<file path="src/rtl/i8255_bus_master.sv">
// ============================================================================
// Module   : i8255_bus_master
// Purpose  : Bus-cycle sequencer that turns host valid/ready transfers into
//            timed i8255 PPI strobes, with an optional mode write after reset.
// Revision : 1.0 - initial release
// ============================================================================
`timescale 1ns/1ps
`default_nettype none

module i8255_bus_master #(
    parameter int unsigned SETUP_CYC   = 1,
    parameter int unsigned STROBE_CYC  = 1,
    parameter int unsigned HOLD_CYC    = 1,
    parameter int unsigned RECOVER_CYC = 1,
    parameter bit          INIT_EN     = 1'b1,
    parameter logic [7:0]  INIT_MODE   = 8'h80
) (
    input  logic       clk,
    input  logic       reset_n,
    input  logic       req_valid,
    output logic       req_ready,
    input  logic       req_rnw,
    input  logic [1:0] req_addr,
    input  logic [7:0] req_wdata,
    output logic [7:0] rdata,
    output logic       rdata_valid,
    output logic       busy,
    output logic       cs_n,
    output logic       rd_n,
    output logic       wr_n,
    output logic [1:0] a,
    output logic [7:0] d_out,
    output logic       d_oe,
    input  logic [7:0] d_in
);

    localparam int unsigned c_max_ab = (SETUP_CYC > STROBE_CYC) ? SETUP_CYC : STROBE_CYC;
    localparam int unsigned c_max_cd = (HOLD_CYC > RECOVER_CYC) ? HOLD_CYC : RECOVER_CYC;
    localparam int unsigned c_max    = (c_max_ab > c_max_cd) ? c_max_ab : c_max_cd;
    localparam int unsigned c_cnt_w  = (c_max > 1) ? $clog2(c_max) : 1;

    localparam logic [2:0] c_st_init    = 3'd0;
    localparam logic [2:0] c_st_idle    = 3'd1;
    localparam logic [2:0] c_st_setup   = 3'd2;
    localparam logic [2:0] c_st_strobe  = 3'd3;
    localparam logic [2:0] c_st_hold    = 3'd4;
    localparam logic [2:0] c_st_recover = 3'd5;

    localparam logic [c_cnt_w-1:0] c_cnt_zero = '0;
    localparam logic [c_cnt_w-1:0] c_cnt_one  = c_cnt_w'(1);

    logic [2:0]         r_state;
    logic [c_cnt_w-1:0] r_cnt;
    logic               r_rnw;
    logic [1:0]         r_addr;
    logic [7:0]         r_wdata;

    logic               r_req_ready;
    logic               r_busy;
    logic               r_cs_n;
    logic               r_rd_n;
    logic               r_wr_n;
    logic [1:0]         r_a;
    logic [7:0]         r_d_out;
    logic               r_d_oe;
    logic [7:0]         r_rdata;
    logic               r_rdata_valid;

    logic [2:0]         w_state_nxt;
    logic [c_cnt_w-1:0] w_cnt_nxt;
    logic               w_accept;
    logic               w_capture;
    logic               w_rnw_nxt;
    logic [1:0]         w_addr_nxt;
    logic [7:0]         w_wdata_nxt;

    logic               w_req_ready;
    logic               w_busy;
    logic               w_cs_n;
    logic               w_rd_n;
    logic               w_wr_n;
    logic [1:0]         w_a;
    logic [7:0]         w_d_out;
    logic               w_d_oe;

    assign w_accept  = (r_state == c_st_idle) && req_valid && r_req_ready;
    assign w_capture = (r_state == c_st_strobe) && (w_state_nxt == c_st_hold) && r_rnw;

    // Transfer attributes as they will be once this edge has been taken.
    always_comb begin
        w_rnw_nxt   = r_rnw;
        w_addr_nxt  = r_addr;
        w_wdata_nxt = r_wdata;
        if (r_state == c_st_init) begin
            w_rnw_nxt   = 1'b0;
            w_addr_nxt  = 2'd3;
            w_wdata_nxt = INIT_MODE;
        end else if (w_accept) begin
            w_rnw_nxt   = req_rnw;
            w_addr_nxt  = req_addr;
            w_wdata_nxt = req_wdata;
        end
    end

    always_ff @(posedge clk) begin
        if (!reset_n) begin
            r_state       <= INIT_EN ? c_st_init : c_st_idle;
            r_cnt         <= c_cnt_zero;
            r_rnw         <= 1'b0;
            r_addr        <= 2'd0;
            r_wdata       <= 8'd0;
            r_req_ready   <= 1'b0;
            r_busy        <= 1'b0;
            r_cs_n        <= 1'b1;
            r_rd_n        <= 1'b1;
            r_wr_n        <= 1'b1;
            r_a           <= 2'd0;
            r_d_out       <= 8'd0;
            r_d_oe        <= 1'b0;
            r_rdata       <= 8'd0;
            r_rdata_valid <= 1'b0;
        end else begin
            r_state       <= w_state_nxt;
            r_cnt         <= w_cnt_nxt;
            r_rnw         <= w_rnw_nxt;
            r_addr        <= w_addr_nxt;
            r_wdata       <= w_wdata_nxt;
            r_req_ready   <= w_req_ready;
            r_busy        <= w_busy;
            r_cs_n        <= w_cs_n;
            r_rd_n        <= w_rd_n;
            r_wr_n        <= w_wr_n;
            r_a           <= w_a;
            r_d_out       <= w_d_out;
            r_d_oe        <= w_d_oe;
            r_rdata_valid <= w_capture;
            if (w_capture) begin
                r_rdata <= d_in;
            end
        end
    end

    // Next state and the shared dwell counter, reloaded with N-1 on entry.
    always_comb begin
        w_state_nxt = r_state;
        case (r_state)
            c_st_init:    w_state_nxt = c_st_setup;
            c_st_idle:    if (w_accept)            w_state_nxt = c_st_setup;
            c_st_setup:   if (r_cnt == c_cnt_zero) w_state_nxt = c_st_strobe;
            c_st_strobe:  if (r_cnt == c_cnt_zero) w_state_nxt = c_st_hold;
            c_st_hold:    if (r_cnt == c_cnt_zero) w_state_nxt = c_st_recover;
            c_st_recover: if (r_cnt == c_cnt_zero) w_state_nxt = c_st_idle;
            default:      w_state_nxt = c_st_idle;
        endcase

        w_cnt_nxt = r_cnt;
        if (w_state_nxt != r_state) begin
            case (w_state_nxt)
                c_st_setup:   w_cnt_nxt = c_cnt_w'(SETUP_CYC - 1);
                c_st_strobe:  w_cnt_nxt = c_cnt_w'(STROBE_CYC - 1);
                c_st_hold:    w_cnt_nxt = c_cnt_w'(HOLD_CYC - 1);
                c_st_recover: w_cnt_nxt = c_cnt_w'(RECOVER_CYC - 1);
                default:      w_cnt_nxt = c_cnt_zero;
            endcase
        end else if (r_cnt != c_cnt_zero) begin
            w_cnt_nxt = r_cnt - c_cnt_one;
        end
    end

    // Outputs are decoded from the upcoming state so they register in step with it.
    always_comb begin
        w_req_ready = 1'b0;
        w_busy      = 1'b1;
        w_cs_n      = 1'b1;
        w_rd_n      = 1'b1;
        w_wr_n      = 1'b1;
        w_a         = r_a;
        w_d_out     = r_d_out;
        w_d_oe      = 1'b0;
        case (w_state_nxt)
            c_st_idle: begin
                w_req_ready = 1'b1;
                w_busy      = 1'b0;
            end
            c_st_setup: begin
                w_cs_n = 1'b0;
                w_a    = w_addr_nxt;
                w_d_oe = ~w_rnw_nxt;
                if (!w_rnw_nxt) begin
                    w_d_out = w_wdata_nxt;
                end
            end
            c_st_strobe: begin
                w_cs_n = 1'b0;
                w_rd_n = ~w_rnw_nxt;
                w_wr_n = w_rnw_nxt;
                w_d_oe = ~w_rnw_nxt;
            end
            c_st_hold: begin
                w_cs_n = 1'b0;
                w_d_oe = ~w_rnw_nxt;
            end
            default: begin
            end
        endcase
    end

    assign req_ready   = r_req_ready;
    assign busy        = r_busy;
    assign cs_n        = r_cs_n;
    assign rd_n        = r_rd_n;
    assign wr_n        = r_wr_n;
    assign a           = r_a;
    assign d_out       = r_d_out;
    assign d_oe        = r_d_oe;
    assign rdata       = r_rdata;
    assign rdata_valid = r_rdata_valid;

endmodule

`default_nettype wire

</file>
<file path="config.mk">
export PLATFORM = sky130hd
export DESIGN_NAME = i8255_bus_master
export DESIGN_NICKNAME = d
export VERILOG_FILES = /design/src/rtl/i8255_bus_master.sv
export SDC_FILE = /design/constraint.sdc
export NUM_CORES = 1
export LEC_CHECK = 0
export ABC_AREA = 1
export ABC_CLOCK_PERIOD_IN_PS = 1850
export CAP_MARGIN = 20
export CORE_MARGIN = 2
export CORE_UTILIZATION = 46
export DETAILED_ROUTE_END_ITERATION = 8
export PLACE_DENSITY_LB_ADDON = 0.08
export SLEW_MARGIN = 20
export SYNTH_ARGS = -nofsm -noshare
export SYNTH_HDL_FRONTEND = slang
export SYNTH_SLANG_ARGS = --single-unit
</file>
<file path="constraint.sdc">
create_clock -name clk -period 1.85 [get_ports clk]
set_input_delay 0.37 -clock clk [delete_from_list [all_inputs] [get_ports clk]]
set_output_delay 0.37 -clock clk [all_outputs]
set_load 0.1 [all_outputs]
</file>
==> flow_metrics.env, run 1 <==
export IMPL_status="complete, no violations"
export IMPL_placed_area_sq_um=2220
export IMPL_grt_total_usage_pct=18.7
export IMPL_grt_max_degree=18
export IMPL_yosys_area_top_type="dfxtp_1"
export IMPL_die_area_sq_um=3940
export IMPL_synth_cell_type_count=26
export IMPL_h_tree_depth=2
export IMPL_dp_cells=305
export IMPL_cp_cell_sequence="inv_1 -> or2_1 -> nor2_2 -> nand2_2 -> nand2_1 -> a21oi_1"
export IMPL_num_vias=1449
export IMPL_grt_pass1_vias=1385
export IMPL_fin_skew_ns=0.00627
export IMPL_pin_count=47
export IMPL_p_switching_uw=856
export IMPL_crit_type="flip-flop to flip-flop"
export IMPL_clkPwrFrac_pct=18.0
export IMPL_clock_tree_root_cell="clkbuf_4"
export IMPL_p_per_area_nw_per_um2=975
export IMPL_via_per_inst=4.64
export IMPL_clock_sinks=40
export IMPL_timing_rr_end="rdata[7]$_SDFFE_PN0P_"
export IMPL_power_leakage_nw=1.03
export IMPL_wl_per_cell_um=10.3
export IMPL_final_cell_count_no_fill=312
export IMPL_gr_total_overflow=0
export IMPL_synth_edf_count=0
export IMPL_fp_dieH_um=62.8
export IMPL_swShare_pct=38.8
export IMPL_endpoint_kind="flip-flop"
export IMPL_cts_max_path_buffers=2
export IMPL_critPathMaxStageDelay_ns=0.37
export IMPL_cap_violations=0
export IMPL_dpl_hpwl_mm=2.36
export IMPL_ys_top_cells_by_count="45 x nor2_1, 40 x dfxtp_1, 37 x nand2_1"
export IMPL_syn_area_sq_um=1590
export IMPL_initial_core_util_pct=47.7
export IMPL_cts_tree="built"
export IMPL_gp_congestion=0.745
export IMPL_crit_fanout=10
export IMPL_ant_nets=0
export IMPL_setup_tns_ns=0
export IMPL_hp_start="rdata[0]$_SDFFE_PN0P_"
export IMPL_synth_top_flop_cell="dfxtp_1"
export IMPL_routed_wl_mm=3.23
export IMPL_avgSynthCellArea_sq_um=7.50
export IMPL_combPwrFrac_pct=37.7
export IMPL_cts_setup_buffers=0
export IMPL_critPathLaunchType="flip-flop"
export IMPL_fmax_mhz=643
export IMPL_cts_hold_buf=0
export IMPL_reg2reg_from="r_state[0]$_SDFF_PN0_"
export IMPL_reg2regPathDepth=6
export IMPL_drive_above_1_share_pct=19.9
export IMPL_syn2layout_area_growth_pct=42.4
export IMPL_seq_area_frac_synth_pct=50.4
export IMPL_grt_pass1_wl_mm=5.87
export IMPL_min_to="rdata[0]$_SDFFE_PN0P_"
export IMPL_required_ns=2.08
export IMPL_drtPass1Iterations=4
export IMPL_first_iter_violations=37
export IMPL_core_sq_um=3340
export IMPL_seqPwrFrac_pct=44.3
export IMPL_intPower_mw=1.35
export IMPL_setup_viol=0
export IMPL_ys_top_cells_by_area="dfxtp_1 50%, nor2_1 11%, nand2_1 8.7%, inv_1 5.2%, a21oi_1 3.8%"
export IMPL_worstSkewPairLatency_ns=0.34
export IMPL_drv_slew=0
export IMPL_rsz0062_at_grt="false"
export IMPL_row_count=21
export IMPL_ctsResizeCount=0
export IMPL_period_share_pct=84.0
export IMPL_synth_net_count=234
export IMPL_ff2ff_setup_slack_ns=0.30
export IMPL_arrival_ns=1.79
export IMPL_ir_drop_uv=578
export IMPL_synth_top_area_share_pct=50.4
export IMPL_drc=0
export IMPL_synth_warnings=0
export IMPL_clk_pin_slew_worst_paths_ns=0.11
export IMPL_antenna_found_initial=0
export IMPL_port_buffers=46
export IMPL_synth_most_common_cell="nor2_1"
export IMPL_synth_seq_cells=40
export IMPL_antenna_cells=0
export IMPL_hp_class="flip-flop to flip-flop"
export IMPL_crit_slowest_cell="dfxtp_1"
export IMPL_hold_viol=0
export IMPL_cts_made_buffers=5
export IMPL_die_x_um=62.8
export IMPL_syn_inst=212
export IMPL_design_area_sq_um=2260
export IMPL_holdPathStages=2
export IMPL_num_nets_final=288
export IMPL_finalCriticalPeriod_ns=1.55
export IMPL_async_flop_share_pct=0
cell usage in the layout (no fill, tap or decap):
cell type,instances
or2_1,1
nand4_1,1
o21ai_1,1
clkdlybuf4s50_1,21
nor2_2,2
inv_2,1
clkbuf_4,5
nor2_8,1
nand2_4,1
nand2_2,6
nand3_4,1
nand3_1,10
dfxtp_1,39
o211ai_1,3
nor2_1,45
buf_4,21
buf_12,12
nor3_1,8
inv_1,22
dfxtp_2,1
nand3_2,1
clkbuf_1,1
conb_1,1
clkinv_2,1
clkinv_1,1
a21oi_1,12
o21ai_0,10
nand2_1,37
power by group through the flow:
stage	clock network, mW	logic [mW]	registers, mW
floorplan	0	0.225	1.33
global route	0.454	0.886	0.987
global placement	0	0.827	0.998
CTS	0.416	0.837	0.979
finish	0.397	0.831	0.978
detailed placement	0	0.836	0.998
metrics by stage:
stage	setup WS [ns]	util, %	total power [mW]	hold slack (ns)
after floorplan	0.168	-	1.55	0.479
after global placement	0.0487	66.5	1.83	0.451
after detailed placement	0.00671	66.5	1.83	0.455
after CTS	0.291	67.9	2.23	0.470
after global routing	0.165	67.9	2.33	0.492
final	0.295	67.9	2.21	0.469
how the worst max path moves through the flow:
stage                                     start                    end  slack, ns  cells past startpoint
after detailed placement              req_valid  d_out[7]$_SDFFE_PN0P_      0.007                      8
after CTS                 r_state[0]$_SDFF_PN0_  rdata[7]$_SDFFE_PN0P_       0.29                      6
final                     r_state[0]$_SDFF_PN0_  rdata[7]$_SDFFE_PN0P_       0.30                      6
after global placement                req_valid  d_out[2]$_SDFFE_PN0P_       0.05                      9
after floorplan            req_ready$_SDFF_PN0_  d_out[7]$_SDFFE_PN0P_       0.17                     10
after global routing      r_state[0]$_SDFF_PN0_  rdata[6]$_SDFFE_PN0P_       0.17                      6
layer usage:
layer	GRT usage (%)	routed length, um	vias to the layer above
met4	8.89	65	0
met5	0	0	-
met3	4.86	135	8
met1	21.6	1470	641
met2	32.0	1560	32
li1	-	-	768
area by class of cell:
class | instances | area (sq um)
Clock inverter | 1 | 5.00
Inverter | 24 | 90.1
Multi-Input combinational cell | 141 | 661
Clock buffer | 6 | 41.3
Sequential cell | 40 | 802
Timing Repair Buffer | 54 | 608
Tap cell | 46 | 57.6
Fill cell | 303 | 1070
flip-flops by register name (all words and copies together) (netlist names):
register and flops:
a 2, busy 1, cs_n 1, d_oe 1, d_out 8, r_addr 2
r_cnt 1, r_rnw 1, r_state 3, r_wdata 8, rd_n 1, rdata 8
rdata_valid 1, req_ready 1, wr_n 1
worst max-delay path: cells and delay by family (launching register included):
| kind | cells | cell delay (ns) |
|---|---|---|
| AOI/OAI and AO/OA | 1 | 0.06 |
| DFF | 1 | 0.37 |
| buffers and inverters | 1 | 0.08 |
| and+or+nand+nor | 4 | 0.93 |
cell families (layout without fill, tap and decap cells):
| family | after synthesis | in the layout | share of synthesized area (%) |
|---|---|---|---|
| other | 1 | 1 | 0.236 |
| AOI/OAI and AO/OA | 26 | 26 | 8.65 |
| buffers and inverters | 31 | 85 | 8.10 |
| and+or+nand+nor | 114 | 114 | 32.7 |
| DFF | 40 | 40 | 50.4 |
Note: power is estimated with default switching activity, not from simulation.
==> run 2, diff against run 1 <==
- ABC_CLOCK_PERIOD_IN_PS: 1850 -> 1400
- CORE_UTILIZATION: 46 -> 41
- clock period: 1.85 -> 1.4 ns (I/O delays scaled with it)
==> run 2 against run 1 <==
Effect of this change:
- sequential power grew 34%
- maximum frequency grew 13%
- critical path depth grew 2
- core utilization grew 5.4 points
- worst setup slack lost 0.27 ns
- largest cell class is now non-clock buffers
==> flow_metrics.env, run 2 (synthesis gave the netlist of run 1 again) <==
export IMPL_first_iter_violations=66
export IMPL_gp_congestion=0.773
export IMPL_h_tree_depth=2
export IMPL_seqPwrFrac_pct=37.9
export IMPL_clkPwrFrac_pct=26.3
export IMPL_initial_core_util_pct=43.1
export IMPL_routed_wl_mm=3.90
export IMPL_crit_type="flip-flop to flip-flop"
export IMPL_critPathTopFamily="simple AND/OR/NAND/NOR gates"
export IMPL_endpoint_kind="flip-flop"
export IMPL_mostFrequentLayoutCell="nor2_1"
export IMPL_clock_tree_root_cell="clkbuf_8"
export IMPL_critPathMaxStageDelay_ns=0.35
export IMPL_nFillCells=282
export IMPL_num_vias=1556
export IMPL_status="complete, no violations"
export IMPL_core_sq_um=3690
export IMPL_cp_cell_sequence="buf_12 -> nor2_4 -> nand2_4 -> buf_4 -> nor2_1 -> nor2_1 -> nor2_1 -> nor2_1"
export IMPL_via_per_inst=4.72
export IMPL_setup_viol=0
export IMPL_drive_above_1_share_pct=29.8
export IMPL_layout_common_cells="42 x nor2_1, 36 x dfxtp_1, 32 x nand2_1"
export IMPL_fp_dieH_um=66.3
export IMPL_grt_total_usage_pct=20.0
export IMPL_intPower_mw=2.22
export IMPL_drc=0
export IMPL_cts_made_buffers=5
export IMPL_cap_violations=0
export IMPL_gr_total_overflow=0
export IMPL_die_x_um=66.3
export IMPL_row_count=22
export IMPL_rsz0062_at_grt="true"
export IMPL_grt_max_degree=18
export IMPL_num_nets_final=303
export IMPL_grt_pass1_vias=1488
export IMPL_power_leakage_nw=1.22
export IMPL_die_area_sq_um=4390
export IMPL_clock_sinks=40
export IMPL_drv_slew=0
export IMPL_swShare_pct=35.7
export IMPL_cts_hold_buf=0
export IMPL_worstSkewPairLatency_ns=0.29
export IMPL_drtPass1Iterations=4
export IMPL_dpl_hpwl_mm=2.78
export IMPL_postLayoutCoreUtil_pct=73.3
export IMPL_hp_class="flip-flop to flip-flop"
export IMPL_cts_tree="built"
export IMPL_cts_setup_buffers=0
export IMPL_fin_skew_ns=0.00563
export IMPL_critPathLaunchType="flip-flop"
export IMPL_grt_pass1_wl_mm=6.63
export IMPL_combPwrFrac_pct=35.8
export IMPL_wl_per_cell_um=11.8
export IMPL_ant_nets=0
export IMPL_antenna_cells=0
export IMPL_fmax_mhz=726
export IMPL_worst_path_buf_inv=2
export IMPL_p_per_area_nw_per_um2=1270
export IMPL_ir_drop_uv=1040
export IMPL_cts_max_path_buffers=2
export IMPL_arrival_ns=1.57
export IMPL_period_share_pct=98.4
export IMPL_required_ns=1.59
export IMPL_syn2layout_area_growth_pct=70.0
export IMPL_clk_pin_slew_worst_paths_ns=0.08
export IMPL_crit_slowest_cell="dfxtp_2"
export IMPL_antenna_found_initial=0
export IMPL_pin_count=47
export IMPL_crit_top_cell="nor2_1"
export IMPL_crit_fanout=7
export IMPL_finalPower_mw=3.45
export IMPL_port_buffers=46
export IMPL_hold_viol=0
export IMPL_p_switching_mw=1.23
export IMPL_finalCriticalPeriod_ns=1.38
## run 2: timing repair
item,in CTS,in global routing
gates cloned,1,0
setup endpoints to repair,11,22
resized for setup,13,10
pin swaps,3,6
## run 2: stage by stage
step | hold WS (ns) | setup slack (ns) | setup TNS, ns | instance area, sq um | std cells
final | 0.501 | 0.0220 | 0 | 2700 | 330
after global routing | 0.521 | -0.0423 | -0.313 | 2700 | 330
after CTS | 0.507 | 0.00117 | 0 | 2690 | 330
after detailed placement | 0.497 | -0.367 | -7.26 | 2530 | 321
after global placement | 0.488 | -0.294 | -6.34 | 2530 | 321
after floorplan | 0.389 | -0.0512 | -0.414 | 1620 | 212
## run 2: final timing paths
| check | to | start | cells past startpoint | slack [ns] |
|---|---|---|---|---|
| setup / recovery | d_out[0]$_SDFFE_PN0P_ | r_state[2]$_SDFF_PN0_ | 8 | 0.02 |
| setup reg to reg | d_out[0]$_SDFFE_PN0P_ | r_state[2]$_SDFF_PN0_ | 8 | 0.02 |
| hold reg to reg | rdata[4]$_SDFFE_PN0P_ | rdata[4]$_SDFFE_PN0P_ | 2 | 0.50 |
| hold / removal | rdata[4]$_SDFFE_PN0P_ | rdata[4]$_SDFFE_PN0P_ | 2 | 0.50 |
## run 2: worst reg2reg max path, stage by stage, from the launching register on
cell	delay (ns)
dfxtp_2	0.35
buf_12	0.13
nor2_4	0.13
nand2_4	0.11
buf_4	0.18
nor2_1	0.15
nor2_1	0.08
nor2_1	0.11
nor2_1	0.05
## run 2: per-layer routing
metal / GRT usage [%] / part of all wire [%]
met2: 34.5 / 50
met3: 5.96 / 4.7
met1: 23.6 / 43
met4: 6.12 / 1.4
met5: 0 / 0
## run 2: layout make-up
class / count / area [sq um] / share of cell area (%)
inverter: 24 / 90.1 / 3.33
tap: 48 / 60.1 / 2.22
multi-input combinational: 142 / 744 / 27.5
sequential: 40 / 811 / 30.0
timing repair buffer: 68 / 891 / 32.9
clock buffer: 6 / 72.6 / 2.68
clock inverter: 2 / 35.0 / 1.30
## run 2: power groups by stage
| stage | Sequential (mW) | Combinational [mW] | Clock, mW |
|---|---|---|---|
| finish | 1.31 | 1.23 | 0.907 |
| global route | 1.31 | 1.30 | 0.974 |
| CTS | 1.30 | 1.23 | 0.922 |
| detailed placement | 1.33 | 1.20 | 0 |
| floorplan | 1.75 | 0.304 | 0 |
| global placement | 1.33 | 1.18 | 0 |
